===== config.mk =====
export PLATFORM = sky130hd
export DESIGN_NAME = serial_header_framer
export DESIGN_NICKNAME = d
export VERILOG_FILES = /design/src/rtl/serial_header_framer.sv
export SDC_FILE = /design/constraint.sdc
export NUM_CORES = 1
export LEC_CHECK = 0
export ABC_CLOCK_PERIOD_IN_PS = 1900
export CAP_MARGIN = 25
export CORE_AREA = 2 2 95 97
export DETAILED_ROUTE_END_ITERATION = 8
export DIE_AREA = 0 0 97 99
export PLACE_DENSITY = 0.5
export SLEW_MARGIN = 10
export SYNTH_ARGS = -nofsm -noshare
export SYNTH_HDL_FRONTEND = slang
export SYNTH_SLANG_ARGS = --single-unit

===== constraint.sdc =====
create_clock -name clk_50 -period 1.9 [get_ports clk_50]
set_input_delay 0.475 -clock clk_50 [delete_from_list [all_inputs] [get_ports clk_50]]
set_output_delay 0.475 -clock clk_50 [all_outputs]
set_load 0.02 [all_outputs]

===== src/rtl/serial_header_framer.sv =====
// Serial header detector and payload framer: hunts for one of NUM_HDR LSB-first
// header patterns, then packs the following PAYLOAD_BYTES bytes into RAM writes.
module serial_header_framer #(
  parameter int HDR_WIDTH = 8,
  parameter int NUM_HDR = 2,
  parameter logic [NUM_HDR*HDR_WIDTH-1:0] HDR_PATTERNS = {8'hC3, 8'hA5},
  parameter int ALIGNED = 0,
  parameter int PAYLOAD_BYTES = 4,
  parameter int TIMEOUT = 255,
  localparam int IW = (NUM_HDR > 1) ? $clog2(NUM_HDR) : 1,
  localparam int AW = (PAYLOAD_BYTES > 1) ? $clog2(PAYLOAD_BYTES) : 1
) (
  input  logic          clk_50,
  input  logic          reset,
  input  logic          serial_data,
  input  logic          data_ena,
  output logic          header_found,
  output logic [IW-1:0] hdr_index,
  output logic [7:0]    byte_data,
  output logic          byte_valid,
  output logic [AW-1:0] byte_addr,
  output logic          pkt_done,
  output logic          pkt_abort
);

  // Bit counter is shared by header hunting and byte assembly
  localparam int CNT_MAX = (HDR_WIDTH > 8) ? HDR_WIDTH : 8;
  localparam int CW = $clog2(CNT_MAX + 2);
  localparam int TW = $clog2(TIMEOUT + 1);

  localparam logic [CW-1:0] HDR_W_C   = CW'(HDR_WIDTH);
  localparam logic [CW-1:0] SEVEN_C   = CW'(7);
  localparam logic [CW-1:0] CNT_ONE_C = CW'(1);
  localparam logic [AW-1:0] LAST_C    = AW'(PAYLOAD_BYTES - 1);
  localparam logic [AW-1:0] ADDR_ONE_C = AW'(1);
  localparam logic [TW-1:0] TIMEOUT_C = TW'(TIMEOUT);
  localparam logic [TW-1:0] IDLE_ONE_C = TW'(1);

  typedef enum logic {HUNT, PAYLOAD} state_t;

  state_t                 state_reg, state_next;
  logic [HDR_WIDTH-1:0]   win_reg, win_next;
  logic [CW-1:0]          bit_cnt_reg, bit_cnt_next;
  logic [AW-1:0]          byte_cnt_reg, byte_cnt_next;
  logic [TW-1:0]          idle_cnt_reg, idle_cnt_next;
  logic [7:0]             byte_sr_reg, byte_sr_next;
  logic                   header_found_reg, header_found_next;
  logic [IW-1:0]          hdr_index_reg, hdr_index_next;
  logic [7:0]             byte_data_reg, byte_data_next;
  logic                   byte_valid_reg, byte_valid_next;
  logic [AW-1:0]          byte_addr_reg, byte_addr_next;
  logic                   pkt_done_reg, pkt_done_next;
  logic                   pkt_abort_reg, pkt_abort_next;

  logic [HDR_WIDTH-1:0]   win_shift;
  logic [7:0]             byte_shift;
  logic [CW-1:0]          cnt_inc;
  logic [TW-1:0]          idle_inc;
  logic [NUM_HDR-1:0]     match_vec;
  logic                   match_any;
  logic [IW-1:0]          match_idx;
  logic                   cmp_en;

  assign win_shift  = {serial_data, win_reg[HDR_WIDTH-1:1]};
  assign byte_shift = {serial_data, byte_sr_reg[7:1]};
  assign cnt_inc    = bit_cnt_reg + CNT_ONE_C;
  assign idle_inc   = idle_cnt_reg + IDLE_ONE_C;

  // Compare against the window as it will look after this bit shifts in
  generate
    for (genvar gi = 0; gi < NUM_HDR; gi++) begin : g_match
      assign match_vec[gi] = (win_shift == HDR_PATTERNS[gi*HDR_WIDTH +: HDR_WIDTH]);
    end
  endgenerate

  // Descending scan so the lowest matching index is the one left standing
  always_comb begin
    match_idx = '0;
    for (int i = NUM_HDR - 1; i >= 0; i--) begin
      if (match_vec[i]) match_idx = IW'(i);
    end
    match_any = |match_vec;
  end

  always_comb begin
    state_next        = state_reg;
    win_next          = win_reg;
    bit_cnt_next      = bit_cnt_reg;
    byte_cnt_next     = byte_cnt_reg;
    idle_cnt_next     = idle_cnt_reg;
    byte_sr_next      = byte_sr_reg;
    hdr_index_next    = hdr_index_reg;
    byte_data_next    = byte_data_reg;
    byte_addr_next    = byte_addr_reg;
    header_found_next = 1'b0;
    byte_valid_next   = 1'b0;
    pkt_done_next     = 1'b0;
    pkt_abort_next    = 1'b0;
    cmp_en            = 1'b0;

    case (state_reg)
      HUNT: begin
        if (data_ena) begin
          win_next = win_shift;
          if (ALIGNED != 0) begin
            if (cnt_inc == HDR_W_C) begin
              cmp_en       = 1'b1;
              bit_cnt_next = '0;
            end else begin
              bit_cnt_next = cnt_inc;
            end
          end else begin
            if (cnt_inc >= HDR_W_C) begin
              cmp_en       = 1'b1;
              bit_cnt_next = HDR_W_C;
            end else begin
              bit_cnt_next = cnt_inc;
            end
          end
          if (cmp_en && match_any) begin
            header_found_next = 1'b1;
            hdr_index_next    = match_idx;
            state_next        = PAYLOAD;
            bit_cnt_next      = '0;
            byte_cnt_next     = '0;
            idle_cnt_next     = '0;
          end
        end
      end

      PAYLOAD: begin
        if (data_ena) begin
          idle_cnt_next = '0;
          byte_sr_next  = byte_shift;
          if (bit_cnt_reg == SEVEN_C) begin
            bit_cnt_next    = '0;
            byte_data_next  = byte_shift;
            byte_valid_next = 1'b1;
            byte_addr_next  = byte_cnt_reg;
            byte_cnt_next   = byte_cnt_reg + ADDR_ONE_C;
            if (byte_cnt_reg == LAST_C) begin
              pkt_done_next = 1'b1;
              state_next    = HUNT;
              win_next      = '0;
              byte_cnt_next = '0;
            end
          end else begin
            bit_cnt_next = cnt_inc;
          end
        end else if (idle_inc == TIMEOUT_C) begin
          // Partial byte in byte_sr_reg is simply discarded
          pkt_abort_next = 1'b1;
          state_next     = HUNT;
          win_next       = '0;
          bit_cnt_next   = '0;
          byte_cnt_next  = '0;
          idle_cnt_next  = '0;
        end else begin
          idle_cnt_next = idle_inc;
        end
      end

      default: state_next = HUNT;
    endcase
  end

  always_ff @(posedge clk_50 or posedge reset) begin
    if (reset) begin
      state_reg        <= HUNT;
      win_reg          <= '0;
      bit_cnt_reg      <= '0;
      byte_cnt_reg     <= '0;
      idle_cnt_reg     <= '0;
      byte_sr_reg      <= '0;
      header_found_reg <= 1'b0;
      hdr_index_reg    <= '0;
      byte_data_reg    <= '0;
      byte_valid_reg   <= 1'b0;
      byte_addr_reg    <= '0;
      pkt_done_reg     <= 1'b0;
      pkt_abort_reg    <= 1'b0;
    end else begin
      state_reg        <= state_next;
      win_reg          <= win_next;
      bit_cnt_reg      <= bit_cnt_next;
      byte_cnt_reg     <= byte_cnt_next;
      idle_cnt_reg     <= idle_cnt_next;
      byte_sr_reg      <= byte_sr_next;
      header_found_reg <= header_found_next;
      hdr_index_reg    <= hdr_index_next;
      byte_data_reg    <= byte_data_next;
      byte_valid_reg   <= byte_valid_next;
      byte_addr_reg    <= byte_addr_next;
      pkt_done_reg     <= pkt_done_next;
      pkt_abort_reg    <= pkt_abort_next;
    end
  end

  assign header_found = header_found_reg;
  assign hdr_index    = hdr_index_reg;
  assign byte_data    = byte_data_reg;
  assign byte_valid   = byte_valid_reg;
  assign byte_addr    = byte_addr_reg;
  assign pkt_done     = pkt_done_reg;
  assign pkt_abort    = pkt_abort_reg;

endmodule

==> key figures <==
Clock tree
  • H-tree levels: 2
  • Latest clock arrival within the worst-skew pair: slightly below 0.3 ns
  • CTS tree: built
  • Root Buffer: clkbuf_8
  • Worst-path clk slew: roughly 0.090 ns
  • CTS Buf Count: 5
  • Clock buffer depth: 2
  • Clock Sinks: 44

Finish
  • # diodes: 0
  • Final non-filler cell total: roughly 350
  • Fin nets: between 200 and 250
  • Share of cells above drive strength 1: 0.357
  • Post-layout util: 0.342
  • Syn-to-layout area delta: 38.3%

Synthesis
  • Synthesis-stage register bit count: between 40 and 50
  • Multiplexer area fraction after synthesis: 0.101
  • Synth Area in Simple Gates: 0.163
  • Synth area leader: dfrtp_1
  • Syn_nets: between 150 and 200
  • Compound-Gate Fraction of Synth Area: 0.162
  • Synth Area in XOR/XNOR: 0.00415
  • Synth Area in Adders: 0.0237
  • Synth Warn #: 0
  • Synth Flop Type: dfrtp_1
  • Largest family of logic cells by synthesized area: simple AND/OR/NAND/NOR gates
  • Post-Syn Area: between 2000 and 2500 sq um
  • Top cells by area, synth: dfrtp_1 52%, mux2_2 9.6%, nand2_1 3.7%
  • Async SR Flop Fraction: 1.00
  • Area share of the largest cell type after synthesis: 0.521
  • Sequential share of the synthesized area: 0.521
  • Post-Synthesis Cells: between 150 and 200
  • Syn Area/Cell: between 10 and 15 sq um
  • EDFF count, synth: 0
  • Synth unique cells: 44

GRT
  • Remaining global-route overflow: 0
  • First-pass GRT wire length: slightly below 8 mm
  • Aggregate global-route resource usage: 0.101
  • Vias in the first global route: about 1600
  • Largest net degree at the start of global routing: between 40 and 50
  • Initial antenna violation count: 0

Route
  • Number of detailed-route iterations in the first pass: 4
  • Post-route DRC: 0
  • Wire per inst: 12.7 microns
  • Final ANT Viol Nets: 0
  • Drt via density: between 4 and 5
  • Initial DRC count: 47
  • WL final: about 4.4 mm
  • Vias: roughly 1600

Die
  • DIE HEIGHT: 99 microns
  • IO Count: 19
  • Num rows: 34
  • Horiz. Die Dim: 97 microns
  • Die area: approximately 9600 sq um
  • Initial Util: 0.247
  • Core area: ~8600 sq um

Placed design
  • Dpl cells: 331
  • Port Buffers: 18
  • Final HPWL DP: approximately 3 mm
  • GP Congestion: 0.769

Worst setup path
  • Worst r2r path cells: 7
  • CP Max Fanout: 7
  • Buffers and inverters on the worst path: 0
  • Setup crit end kind: flip-flop
  • Slowest stage delay, CP: between 0.4 and 0.5 ns
  • CP Cell Sequence: ha_4, or2b_1, o21ai_1, a32o_2, nand4_4, a21o_4, a22o_1
  • Max stage delay cell, worst path: dfrtp_1
  • Number of cells on the critical path: 7
  • Critical Setup Path Class: flip-flop to flip-flop
  • Worst EP arrival: 2.13 ns
  • Crit start category: flip-flop
  • RR Startpoint: idle_cnt_reg[1]
  • CP required: 2.08 ns
  • CP top delay family: compound AO/OA/AOI/OAI gates
  • CP Launch Point: idle_cnt_reg[1]

STA
  • Final Hold Slack: just under 0.5 ns
  • Final Hold Fails: 0
  • Setup Skew: 0.00676 ns
  • Final setup fails: 13
  • Peak Freq: between 500 and 600 MHz
  • RSZ-0062 raised after global routing: true
  • Slew at the pin closest to its max-slew limit: 0.451 ns
  • TNS Setup: -0.381 ns
  • Min Tclk post-route: between 1.5 and 2 ns
  • Final Worst Setup Slack: -0.0508 ns
  • Slew Limit Fails: 0
  • Slew headroom: 0.699
  • Fin crit share: 1.03

Run status
  • Failing checks: negative setup slack
  • Outcome: complete, but fails checks

Pwr
  • P_leak: ~1.4 nW
  • Maximum vdd drop: around 0.46 mV
  • PwrDens: between 700 and 800 nW/um^2

Flow run
  • Max-cap viol count: 0

Min path
  • HP Class: input port to asynchronous set/reset pin
tightest hold or removal path, cell delays in order:
cell and delay (ns):
clkdlybuf4s50_1 0.40, clkinv_1 0.07, buf_12 0.23
kinds of logic (layout without fill, tap and decap cells):
| family | count (synthesis) | in the layout |
|---|---|---|
| simple gates | 62 | 62 |
| buf+inv | 12 | 67 |
| mux | 19 | 19 |
| fa+ha+maj | 4 | 4 |
| compound gates | 41 | 41 |
| flops | 44 | 44 |
| xor+xnor | 1 | 1 |
worst paths after layout:
path | end | slack [ns]
max in group asynchronous | state_reg | 1.16
hold reg to reg | hdr_index | 0.50
setup reg to reg | win_reg[7] | -0.05
setup / recovery | win_reg[7] | -0.05
min in group clk_50 | hdr_index | 0.50
hold / removal | idle_cnt_reg[1] | 0.50
what timing repair did:
| item | in CTS | in global routing |
|---|---|---|
| resized for setup | 10 | 10 |
| hold endpoints to repair | 0 | 0 |
| setup endpoints to repair | 19 | 22 |
| pin swaps | 16 | 18 |
| setup buffers | 4 | 3 |
| hold buffers | 0 | 0 |
stage by stage:
stage          worst slack [ns]  power (mW)  area (sq um)
2_1_floorplan           -0.0616        1.31          2140
3_3_place_gp             -0.113        1.41          2670
3_5_place_dp             -0.131        1.43          2670
5_1_grt                  -0.166        2.28          2920
6_report                -0.0508        2.14          2920
4_1_cts                 -0.0558        2.16          2850
where the power goes:
part	switching, mW	internal (mW)	leakage [nW]	total, mW
registers	0.0943	1.02	0.596	1.11
logic	0.154	0.164	0.707	0.318
clock network	0.325	0.389	0.0541	0.714
per-layer routing:
layer,part of all wire,wire (microns),up-vias,GRT usage
met1,0.49,2160,761,0.137
met3,0.034,148,4,0.0291
met4,0.012,54,0,0.0325
li1,-,-,775,-
met5,0,0,-,0
met2,0.46,2040,19,0.157
final cells by class:
| cell class | instances | area, sq um |
|---|---|---|
| Clock buffer | 5 | 68.8 |
| Fill cell | 844 | 5630 |
| Clock inverter | 3 | 42.5 |
| Timing Repair Buffer | 53 | 492 |
| Inverter | 6 | 22.5 |
| Multi-Input combinational cell | 127 | 1060 |
| Tap cell | 108 | 135 |
| Sequential cell | 44 | 1100 |
layout by cell type (no fill, tap or decap), drive strengths merged, types with 3 or more instances in the layout:
cell           netlist  routed
clkbuf               3       5
and2                 3       3
dfrtp               44      44
a22o                 7       7
a21o                 3       3
a21oi                7       7
clkdlybuf4s50        0      18
nor2                 8       8
o21ai               10      10
nand2               21      21
buf                  3      35
inv                  6       5
nand4                3       3
ha                   4       4
nor3                 3       3
o2111ai              3       3
nand3               10      10
mux2                18      18
cell usage after synthesis, types with 2 or more instances:
| cell type | count |
|---|---|
| dfrtp_1 | 44 |
| nand2_1 | 21 |
| mux2_2 | 18 |
| nand3_1 | 10 |
| o21ai_0 | 9 |
| nor2_1 | 8 |
| a21oi_1 | 7 |
| a22o_1 | 7 |
| inv_1 | 6 |
| ha_1 | 4 |
| and2_1 | 3 |
| clkbuf_1 | 3 |
| o2111ai_1 | 3 |
| a21o_1 | 2 |
| a32o_1 | 2 |
| and3_1 | 2 |
| buf_4 | 2 |
| nand4_1 | 2 |
| nor2b_1 | 2 |
| nor3_1 | 2 |
| nor4bb_1 | 2 |
| or2b_1 | 2 |
Power figures use the tool's default switching activity.
